[config.mk]
export PLATFORM = sky130hd
export DESIGN_NAME = mem_demux_2
export DESIGN_NICKNAME = d
export VERILOG_FILES = /design/src/rtl/mem_demux_2.sv
export SDC_FILE = /design/constraint.sdc
export NUM_CORES = 1
export LEC_CHECK = 0
export CORE_MARGIN = 5
export CORE_UTILIZATION = 32
export CTS_CLUSTER_SIZE = 20
export DETAILED_ROUTE_END_ITERATION = 7
export GPL_TIMING_DRIVEN = 1
export HOLD_SLACK_MARGIN = 0.06
export PLACE_DENSITY = 0.78
export RECOVER_POWER = 25
export SLEW_MARGIN = 10
export SYNTH_ARGS = -nofsm -noshare
export SYNTH_HDL_FRONTEND = slang
export SYNTH_SLANG_ARGS = --single-unit
[constraint.sdc]
create_clock -name clk -period 1.4 [get_ports clk]
set_clock_uncertainty 0.05 [all_clocks]
set_input_delay 0.28 -clock clk [delete_from_list [all_inputs] [get_ports clk]]
set_output_delay 0.28 -clock clk [all_outputs]
set_load 0.01 [all_outputs]
[src/rtl/mem_demux_2.sv]
// mem_demux_2: single-outstanding request router to a memory target (0) or MMIO target (1) with response timeout.
module mem_demux_2 #(
  parameter int DEMUX_2_WIDTH = 32,
  parameter logic [3:0] MMIO_TAG = 4'hF,
  parameter int TIMEOUT = 15
) (
  input  logic                     clk,
  input  logic                     rst,
  input  logic                     i_valid,
  output logic                     i_ready,
  input  logic [31:0]              i_addr,
  input  logic                     i_we,
  input  logic [DEMUX_2_WIDTH-1:0] i_wdata,
  output logic                     i_rvalid,
  output logic [DEMUX_2_WIDTH-1:0] i_rdata,
  output logic                     i_err,
  output logic                     t0_valid,
  output logic [31:0]              t0_addr,
  output logic                     t0_we,
  output logic [DEMUX_2_WIDTH-1:0] t0_wdata,
  input  logic                     t0_ready,
  input  logic                     t0_rvalid,
  input  logic [DEMUX_2_WIDTH-1:0] t0_rdata,
  output logic                     t1_valid,
  output logic [31:0]              t1_addr,
  output logic                     t1_we,
  output logic [DEMUX_2_WIDTH-1:0] t1_wdata,
  input  logic                     t1_ready,
  input  logic                     t1_rvalid,
  input  logic [DEMUX_2_WIDTH-1:0] t1_rdata
);
  localparam int TW = $clog2(TIMEOUT + 1) < 4 ? 4 : $clog2(TIMEOUT + 1);
  typedef enum logic [1:0] {IDLE, ISSUE, WAIT} state_t;
  state_t state, state_n;
  logic sel, we, acc, hit, tmo, t_ready, t_rvalid;
  logic [31:0] addr;
  logic [DEMUX_2_WIDTH-1:0] wdata, t_rdata;
  logic [TW-1:0] timer;
  assign t_ready  = sel ? t1_ready : t0_ready;
  assign t_rvalid = sel ? t1_rvalid : t0_rvalid;
  assign t_rdata  = sel ? t1_rdata : t0_rdata;
  assign i_ready  = state == IDLE && !i_rvalid && !rst;
  assign acc      = i_valid && i_ready;
  assign hit      = state == WAIT && t_rvalid;
  assign tmo      = state != IDLE && timer == TW'(TIMEOUT) && !hit;
  assign t0_valid = state == ISSUE && !sel;
  assign t1_valid = state == ISSUE && sel;
  assign t0_addr  = addr;
  assign t1_addr  = addr;
  assign t0_we    = we;
  assign t1_we    = we;
  assign t0_wdata = wdata;
  assign t1_wdata = wdata;
  // timeout takes priority over a late ready so the request is withdrawn
  always_comb begin
    state_n = state;
    state_n = acc ? ISSUE : (hit || tmo) ? IDLE : (state == ISSUE && t_ready) ? WAIT : state;
  end
  always_ff @(posedge clk) begin
    if (rst) begin
      state    <= IDLE;
      i_rvalid <= 1'b0;
      i_err    <= 1'b0;
      i_rdata  <= '0;
      addr     <= '0;
      we       <= 1'b0;
      wdata    <= '0;
      sel      <= 1'b0;
      timer    <= '0;
    end else begin
      state    <= state_n;
      i_rvalid <= hit || tmo;
      i_err    <= tmo;
      i_rdata  <= (hit && !we) ? t_rdata : '0;
      if (acc) begin
        addr  <= i_addr;
        we    <= i_we;
        wdata <= i_wdata;
        sel   <= i_addr[31:28] == MMIO_TAG;
        timer <= '0;
      end else if (state != IDLE) begin
        timer <= timer + TW'(1);
      end
    end
  end
endmodule

Word level (Yosys, flattened, before mapping)
Cells that the tools add are included.
{"block": "classes", "n_addsub": 1, "n_eq_ne": 4, "muxes": 6, "bitwise_logic": 1, "n_reduce_logical": 22}
{"cell": "32-bit two-way mux", "n": 1}
{"cell": "1-bit logical AND", "n": 10}
{"cell": "4-bit == test (second input constant)", "n": 2}
{"cell": "1-bit zero test", "n": 5}
{"cell": "1-bit two-way mux", "n": 5}
{"cell": "4-bit by 1-bit adder with 4-bit output (second input constant)", "n": 1}
{"cell": "2-bit OR reduction", "n": 2}
{"cell": "3-bit nonzero test", "n": 1}
{"cell": "3-bit OR reduction", "n": 1}
{"cell": "2-bit by 1-bit == test with 1-bit output (second input constant)", "n": 1}
{"cell": "2-bit == test (second input constant)", "n": 1}
{"cell": "2-bit zero test", "n": 1}
{"cell": "2-bit nonzero test", "n": 1}
{"cell": "1-bit logical OR", "n": 1}
{"cell": "1-bit inverter", "n": 1}
{"block": "word_totals", "register_bits": 106, "input_bits": 136, "output_inout_bits": 167, "word_cells": 44}

Longest topological paths before layout
Gate-level depths: netlist of run 1.
{"block": "depth", "word_depth": 7, "ltp_mapped": 5, "ltp_nobuf": 4}

Least setup slack after synthesis of run 1
OpenSTA, ideal clock, no wires.
{"block": "synth_timing", "path_kind": "register to output", "startpoint": "reg sel", "endpoint": "out t1_valid", "arrival_ns": 1.282, "required_ns": 1.070, "path_slack_ns": -0.212, "stages_incl_launch_ff": 4, "path_buffers": 2, "path_cell_list": "dfxtp_1 buf_2 buf_1 nor3b_1"}
{"block": "synth_between", "elab_chain_cells": 1}
{"item": "start: declaration", "line": "35", "source": "logic sel, we, acc, hit, tmo, t_ready, t_rvalid;"}
{"item": "start signal: assignment", "line": "68", "source": "sel <= 1'b0;"}
{"item": "start signal: assignment", "line": "79", "source": "sel <= i_addr[31:28] == MMIO_TAG;"}
{"item": "1-bit logical AND", "line": "47", "source": "assign t1_valid = state == ISSUE && sel;"}
{"item": "end: declaration", "line": "24", "source": "output logic t1_valid,"}
No other way between the ends.

Worst setup path in the final report of run 1
{"block": "layout_timing", "startpoint": "reg i_rvalid", "endpoint": "reg wdata[17], in the netlist t0_wdata[17]"}
{"block": "layout_between", "elab_chain_cells": 4}
{"item": "start: declaration", "line": "14", "source": "output logic i_rvalid,"}
{"item": "start signal: assignment", "line": "72", "source": "i_rvalid <= hit || tmo;"}
{"item": "1-bit zero test", "line": "42", "source": "assign i_ready = state == IDLE && !i_rvalid && !rst;"}
{"item": "1-bit logical AND (2 in a row)", "line": "42"}
{"item": "1-bit logical AND", "line": "43", "source": "assign acc = i_valid && i_ready;"}
{"item": "end signal: assignment", "line": "78", "source": "wdata <= i_wdata;"}
{"item": "end: declaration", "line": "37", "source": "logic [DEMUX_2_WIDTH-1:0] wdata, t_rdata;"}
No other way between the ends.
A chain may end at the register's enable or synchronous reset.

==> metrics.cfg, run 1 <==
[clocking]
clock-sinks=106
path_clk_slew_ns=0.07
insertion_delay_ns=0.34
numCtsBuffers=9
cts_tree=built
clockRootBuffer=clkbuf_16
htree_levels=3
ctsHoldBuffers=0
cts_buffer_depth=2

[synthesis]
async_flop_share=0
synthSimpleGateAreaFrac=0.170
synth-edff-count=0
ys.flop_type=dfxtp_1
syn-cell-area_um2=4280
synth_nets=634
synth-seq-cells=106
syn_inst=497
synth_fa_ha_area_frac=0.00292
synth_mux_area_frac=0.0798
synth-compound-area-share=0.0897
synth.avg_cell_area_um2=8.62
ys_seq_area_frac=0.495
synth_xor_area_frac=0.00409
ys_types=29
synth_top_family_by_area=simple AND/OR/NAND/NOR gates
ys.warnings.count=0

[placement]
dp_hpwl_mm=10.7
io_buffers=302
place_inst=904
gp_congestion=0.799

[floorplan]
die_area_um2=15800
start_util=0.325
fp.dieW_um=126
io_pins=303
rows=42
core_area_um2=13200
die_h_um=126

[setup_path]
cp.required_ns=1.55
startpoint_type=flop
critPathCaptureType=flop
cp_data_arrival_time_ns=1.80
crit_type=reg2reg
critPathMaxFanout=5

[layout]
diodes=0
fin_cells=940
seq_area_um2=2150
layout.nets=898
mostFrequentLayoutCell=dlygate4sd2_1
drive_above_1_share=0.242
syn_to_final_growth_pct=90.2
multi_input_area_um2=2000
fill_cells=1144
fin_util=0.618
final_cell_mix=dlygate4sd2_1 (162), clkdlybuf4s50_1 (133), dfxtp_1 (91), nand2_1 (70), a21oi_1 (52)

[sta]
rsz0062_at_grt=yes
slew_headroom=0.694
setup_viol=94
max_freq_mhz=605
fin_crit_sh=1.18
hold_viol=0
setup_ws_ns=-0.254
worst_pin_slew_ns=0.459
min_period_ns=1.65
final-max-slew-violation-count=0

[status]
status=finished, violations left
violations=negative setup slack

[pwr]
p_leak_nw=3.79
powerDensity_nw_per_um2=931
ir_worst_vdd_uv=667

[global_route]
overflow=0
antenna_found_initial=0
grt_pass1_wl_mm=20.7
grt_max_degree=38
grt_pass1_vias=4042
grtUsageTotal=0.164

[routing]
vias_per_cell=4.58
ant_nets=0
post-route-drc-count=0
firstDrtPassIters=4
wl_per_cell_um=17.0
routed_wl_mm=16.0
first_iter_violations=167
vias=4305

[run]
max_cap_violations=0

[min_path]
min_path_type=in2reg

==> what timing repair did <==
| item | 4_1_cts | 5_1_grt |
|---|---|---|
| gates cloned | 3 | 14 |
| gates resized for setup | 194 | 163 |
| pin swaps | 6 | 67 |
| endpoints found under the setup margin | 238 | 109 |
| endpoints found under the hold margin | 0 | 0 |
| setup buffers | 2 | 3 |
==> per-stage QoR <==
step / hold WS [ns] / power, mW / TNS, ns / cell area [um2] / setup slack (ns)
5_1_grt: 0.284 / 7.89 / -18.86 / 8150 / -0.302
2_1_floorplan: 0.366 / 4.00 / -0.951 / 4300 / -0.0195
6_report: 0.267 / 7.58 / -14.40 / 8150 / -0.254
3_5_place_dp: 0.412 / 4.88 / -33.13 / 7110 / -0.416
4_1_cts: 0.225 / 7.31 / -16.20 / 7330 / -0.256
3_3_place_gp: 0.407 / 4.86 / -31.51 / 7110 / -0.391
==> critical path, stage by stage, from the launching register on <==
cell and delay, ns:
dfxtp_2 0.34, buf_6 0.13, or4b_4 0.65, clkbuf_16 0.21, nand2_2 0.06, a21oi_1 0.07
==> state kept, by name, summed over array words and instances (netlist names) <==
name / flops
i_rvalid: 1
t0_addr: 32
i_err: 1
state: 2
timer: 4
i_rdata: 32
sel: 1
t0_we: 1
t0_wdata: 32
==> final cells by class <==
class / instances / share of cell area
clock buffers: 12 / 0.0315
clock inverters: 2 / 0.00461
inverters: 2 / 0.00123
multi-input cells: 296 / 0.245
flip-flops and latches: 106 / 0.263
well taps: 176 / 0.0270
repair buffers: 346 / 0.427
==> report_power, final <==
part | internal, mW | switching [mW] | total (mW) | leakage, nW
registers | 3.16 | 0.140 | 3.30 | 0.871
clock network | 1.47 | 1.07 | 2.54 | 0.141
logic | 0.994 | 0.752 | 1.75 | 2.78
total | 5.62 | 1.96 | 7.58 | 3.79
==> cell families (layout without fill, tap and decap cells) <==
logic type                 Yosys count  in the layout
xor gates and xnor gates             2              2
muxes                               34             34
buffers and inverters               97            362
and+or+nand+nor                    182            184
adders and majority gates            1              1
AOI/OAI and AO/OA                   75             75
DFF                                106            106
==> path summary, 6_finish.rpt <==
| kind | depth (start not counted) | endpoint | slack [ns] | from |
|---|---|---|---|---|
| worst max-delay path | 5 | t0_wdata[17]$_SDFFE_PP0P_ | -0.25 | i_rvalid$_SDFF_PP0_ |
| worst max register to register | 5 | t0_wdata[17]$_SDFFE_PP0P_ | -0.25 | i_rvalid$_SDFF_PP0_ |
| worst min register to register | 2 | t0_addr[9]$_SDFFE_PP0P_ | 0.42 | t0_addr[9]$_SDFFE_PP0P_ |
| worst min-delay path | 3 | i_rvalid$_SDFF_PP0_ | 0.27 | rst |
==> routing by layer <==
layer,vias to the layer above,share of wire,GRT usage
met1,1986,0.35,0.168
met4,0,0.015,0.0536
met3,21,0.12,0.0830
met5,-,0,0
met2,219,0.51,0.289
li1,2079,-,-
==> synth_stat cells, types with 2 or more instances <==
| library cell | n | share of area |
|---|---|---|
| a21oi_1 | 68 | 0.079 |
| buf_2 | 8 | 0.0093 |
| buf_4 | 71 | 0.12 |
| buf_6 | 5 | 0.013 |
| clkbuf_1 | 10 | 0.0088 |
| dfxtp_1 | 106 | 0.50 |
| inv_1 | 2 | 0.0018 |
| mux2i_1 | 33 | 0.077 |
| nand2_1 | 129 | 0.11 |
| nand3_1 | 5 | 0.0058 |
| nor2_1 | 37 | 0.032 |
| nor3b_1 | 2 | 0.0035 |
| o21ai_0 | 4 | 0.0047 |
| xor2_1 | 2 | 0.0041 |
Power figures use the tool's default switching activity.
==> run 2, diff against run 1 <==
Settings changed: ABC_AREA from default to 1, ABC_CLOCK_PERIOD_IN_PS from default to 1400.
==> run 2 against run 1 <==
Net effect: the run still ends with negative setup slack left; first-iteration DRC count decreased by 9.0%; via count shrank 0.19%; non-clock buffer count is 14 lower; register-to-register slack improved by 0.31 ns; global-route usage increased by 1.2 points; die area about the same; clock power grew 13%; largest power group unchanged; sequential share of layout area rose by 2.5 points.
==> metrics.cfg, run 2 <==
[status]
status=finished, violations left  ; unchanged
violations=negative setup slack  ; unchanged

[setup_path]
reg2reg_slack_ns=0.06  ; was -0.25 ns
cp_data_arrival_time_ns=1.09  ; was 1.80 ns
crit_type=reg2out  ; was reg2reg
cp.required_ns=1.07  ; was 1.55 ns
critPathMaxFanout=3  ; was 5
critPathCaptureType=output port  ; was flop
startpoint_type=flop  ; unchanged

[routing]
firstDrtPassIters=4  ; unchanged
first_iter_violations=152  ; was 167
vias=4297  ; was 4305
wl_per_cell_um=15.1  ; was 17.0 um
vias_per_cell=4.40  ; was 4.58
routed_wl_mm=14.8  ; was 16.0 mm
post-route-drc-count=0  ; unchanged
ant_nets=0  ; unchanged

[clocking]
insertion_delay_ns=0.34  ; about the same
cts_buffer_depth=2  ; unchanged
path_clk_slew_ns=0.07  ; about the same
cts_tree=built  ; unchanged
clockRootBuffer=clkbuf_16  ; unchanged
clock-sinks=106  ; unchanged
htree_levels=3  ; unchanged
numCtsBuffers=9  ; unchanged

[placement]
dp_slack_ns=-0.228  ; was -0.416 ns
gp_congestion=0.830  ; was 0.799
io_buffers=302  ; unchanged
dp_hpwl_mm=11.1  ; was 10.7 mm

[floorplan]
rows=42  ; unchanged
start_util=0.325  ; about the same
core_area_um2=13200  ; unchanged
fp.dieW_um=126  ; about the same
die_h_um=126  ; about the same
io_pins=303  ; unchanged
die_area_um2=15800  ; about the same

[sta]
slew_headroom=0.632  ; was 0.694
max_freq_mhz=705  ; was 605 MHz
fin_crit_sh=1.01  ; was 1.18
hold_viol=0  ; unchanged
tns_ns=-0.0340  ; was -14.40 ns
setup_ws_ns=-0.0183  ; was -0.254 ns
final-max-slew-violation-count=0  ; unchanged
min_period_ns=1.42  ; was 1.65 ns
rsz0062_at_grt=yes  ; unchanged
setup_viol=3  ; was 94
worst_pin_slew_ns=0.553  ; was 0.459 ns

[pwr]
intPower_mw=5.57  ; was 5.62 mW
ir_worst_vdd_uv=663  ; was 667 uV
combPwrFrac=0.168  ; was 0.230
netSwitchingFraction=0.236  ; was 0.259
seqPwrFrac=0.440  ; was 0.435
powerDensity_nw_per_um2=985  ; was 931 nW/um2
switchingPower_mw=1.72  ; was 1.96 mW
p_leak_nw=3.58  ; was 3.79 nW
p_clk_frac=0.392  ; was 0.335

[run]
max_cap_violations=0  ; unchanged

[layout]
syn_to_final_growth_pct=73.0  ; was 90.2%
diodes=0  ; unchanged
drive_above_1_share=0.0975  ; was 0.242
layout.nets=932  ; was 898
fin_util=0.561  ; was 0.618
final_cell_mix=nand2_1 (206), dlygate4sd2_1 (163), clkdlybuf4s50_1 (134), dfxtp_1 (99), a21oi_1 (92)  ; was dlygate4sd2_1 (162), clkdlybuf4s50_1 (133), dfxtp_1 (91), nand2_1 (70), a21oi_1 (52)
mostFrequentLayoutCell=nand2_1  ; was dlygate4sd2_1
fill_cells=1272  ; was 1144

[global_route]
antenna_found_initial=0  ; unchanged
grt_pass1_vias=4180  ; was 4042
grtUsageTotal=0.176  ; was 0.164
grt_max_degree=51  ; was 38
grt_pass1_wl_mm=22.3  ; was 20.7 mm
overflow=0  ; unchanged

[synthesis]
ys_seq_area_frac=0.496  ; was 0.495
syn-cell-area_um2=4280  ; about the same
synth_area_leaders=dfxtp_1 (50%), nand2_1 (18%), a21oi_1 (12%)  ; was dfxtp_1 (50%), buf_4 (12%), nand2_1 (11%)
yosysTopAreaCellShare=0.496  ; was 0.495
synth-seq-cells=106  ; unchanged
ys.flop_type=dfxtp_1  ; unchanged
synth_common_cells=nand2_1 (208), dfxtp_1 (106), a21oi_1 (99), buf_4 (66)  ; was nand2_1 (129), dfxtp_1 (106), buf_4 (71), a21oi_1 (68), nor2_1 (37)
ys_types=23  ; was 29
syn_inst=547  ; was 497
synth.avg_cell_area_um2=7.83  ; was 8.62 um2
async_flop_share=0  ; unchanged
synth-edff-count=0  ; unchanged
synth_nets=684  ; was 634
yosys.area.top_type=dfxtp_1  ; unchanged
yosysMostFrequentCell=nand2_1  ; unchanged
ys.warnings.count=0  ; unchanged

[min_path]
min_path_type=reg2reg  ; was in2reg

## run 2: cell count changes after synthesis, moves of 4 or more
cell      before  now
nor2_1        37   14
nand2_1      129  208
clkbuf_1      10   14
buf_4         71   66
inv_1          2    8
mux2i_1       33    0
a21oi_1       68   99
## run 2: cell type report
cell class	instances	area, um2	area share
repair buffers	332	3150	0.425
flip-flops and latches	106	2140	0.288
multi-input cells	336	1520	0.205
clock buffers	10	229	0.0309
well taps	176	220	0.0297
clock inverters	6	105	0.0142
inverters	10	45.0	0.00608
## run 2: repair_timing
item                                    in CTS  in global routing
endpoints found under the setup margin     213                 81
hold buffers                                 0                  0
cloned                                       0                  3
pin swaps                                    4                  2
setup buffers                                1                  2
resized for setup                          193                 36
## run 2: worst paths after layout
check,cells after the start,start,endpoint
min,2,t0_addr[11]$_SDFFE_PP0P_,t0_addr[11]$_SDFFE_PP0P_
min reg2reg,2,t0_addr[11]$_SDFFE_PP0P_,t0_addr[11]$_SDFFE_PP0P_
max,4,state[1]$_SDFFE_PP0P_,t0_valid
max reg2reg,7,i_rvalid$_SDFF_PP0_,t0_wdata[17]$_SDFFE_PP0P_
## run 2: logic make-up (layout without fill, tap and decap cells)
group	Yosys count	count (layout)	share of synthesized area
xor gates and xnor gates	3	3	0.00614
AOI/OAI and AO/OA	101	101	0.118
and+or+nand+nor	231	231	0.210
adders and majority gates	1	1	0.00292
DFF	106	106	0.496
buffers and inverters	105	358	0.166
## run 2: routing by layer
metal	GRT usage	vias to the layer above	routed length (um)
met5	0	-	0
met4	0.0682	0	319
met3	0.0457	22	1060
met2	0.301	158	7470
met1	0.210	1955	5920
li1	-	2162	-
## run 2: power groups by stage
stage / combinational [mW] / clock, mW / sequential, mW
2_1_floorplan: 0.504 / 0 / 3.32
3_3_place_gp: 1.29 / 0 / 3.29
3_5_place_dp: 1.30 / 0 / 3.29
4_1_cts: 1.18 / 2.95 / 3.21
5_1_grt: 1.33 / 3.07 / 3.23
6_report: 1.23 / 2.86 / 3.21
## run 2: critical path, cell delays in order (launching register included)
cell	delay, ns
dfxtp_2	0.34
inv_1	0.11
nand2_4	0.07
nor2_2	0.09
buf_2	0.13
## run 2: per-stage QoR
stage,hold slack [ns],instances,area (um2),power [mW]
after floorplan,0.372,547,4280,3.82
after global routing,0.423,976,7400,7.62
final,0.425,976,7400,7.29
after CTS,0.415,971,7230,7.35
after global placement,0.414,954,7060,4.57
after detailed placement,0.422,954,7060,4.59
==> run 3, diff against run 2 <==
Settings changed: ABC_CLOCK_PERIOD_IN_PS 1400 to default.
==> results of run 3 <==
The final DEF is identical to that of run 2; final timing and power are the same.
==> variant, RTL diff (settings of run 3) <==
The 3 states of `state_t` get a one-hot encoding in 3 bits.
--- a/src/rtl/mem_demux_2.sv
+++ b/src/rtl/mem_demux_2.sv
@@ -32,3 +32,3 @@
   localparam int TW = $clog2(TIMEOUT + 1) < 4 ? 4 : $clog2(TIMEOUT + 1);
-  typedef enum logic [1:0] {IDLE, ISSUE, WAIT} state_t;
+  typedef enum logic [2:0] {IDLE = 3'b001, ISSUE = 3'b010, WAIT = 3'b100} state_t;
   state_t state, state_n;
Function: no difference found for any inputs over 10 cycles, from zero or initial values and one cycle with rst high; not proved beyond that.
==> variant against run 3 <==
- largest power group unchanged
- wire length up 15%
- power rose by 10%
- critical path depth is 2 higher
- largest cell class unchanged
- sequential cell count rose by 1
- cell area increased by 15%
- maximum frequency fell by 10%
- count of clock-buffer cells in the layout grew 1
- synthesized area rose by 2.1%
- worst setup slack got worse by 0.16 ns
- core utilization rose by 8.1 points
- the run still ends with negative setup slack left
- critical path type unchanged
- highest routed layer unchanged
- synthesized cell count increased by 2.0%
==> variant: results (changes against run 3) <==
| Metric | Value |
|---|---|
| Max VDD drop | 624 uV (-5.9%) |
| Combinational power share | 0.237 (+0.069) |
| Vias in the first global route | 4,677 (+12%) |
| CLK BUF | 11 (+1) |
| Clock sink count | 107 (+0.94%) |
| Buffers, non-clock | 356 (+7.2%) |
| Final worst slack | -0.180 ns (-0.161 ns) |
| Gate Count Post-Synth | 558 (+2.0%) |
| Top cells by area, synth | dfxtp_1 49%, buf_4 11%, nor2_1 11% |
| Setup crit start | state[2] |
| Final setup violation count | 108 (+105) |
| Failing checks | negative setup slack |
| Least-Margin Pin Slew | 0.299 ns (-0.253 ns) |
| Hold_sp | rst |
| Drt first-iter violations | 182 (+20%) |
| Layout Cells excl Fill | 1,010 (+3.5%) |
| Pin count of the biggest net entering global routing | 40 (-22%) |
| Master of the slowest instance on the critical path | dfxtp_4 |
| Status | finished, violations left |
| XOR/XNOR share of the synthesized area | 0 (-0.00614) |
| Post-synthesis cell type count | 22 (-4.3%) |
| DRT Wirelength | 16,900 um (+15%) |
| Cts repair resizes | 317 (+64%) |
| Routability cong. | 0.814 (-2.0%) |
| Final HPWL DP | 11,100 um (-0.44%) |
## variant: changes by cell type after synthesis, moves of 3 or more
cell | run 3 | this run
nor2_2 | 0 | 10
buf_2 | 7 | 4
nor2_1 | 14 | 127
nand2_1 | 208 | 90
a21oi_1 | 99 | 39
o21ai_1 | 0 | 5
o21ai_0 | 1 | 62
## variant: through the flow
step / setup TNS, ns / cell area [um^2]
floorplan: 0 / 4370
global placement: -25.42 / 7180
detailed placement: -28.26 / 7180
CTS: -3.86 / 7940
global route: -17.60 / 8540
finish: -9.26 / 8540
## variant: layer usage
metal	track usage	wire length, um
met4	0.0883	477
met1	0.223	7000
met5	0	0
met3	0.0483	1020
met2	0.323	8400
## variant: final timing paths
check,to,cells after the start,slack [ns]
setup / recovery,t1_valid,6,-0.18
hold / removal,state[1],3,0.35
setup reg to reg,t0_wdata[5],9,-0.13
hold reg to reg,t0_addr[30],2,0.42
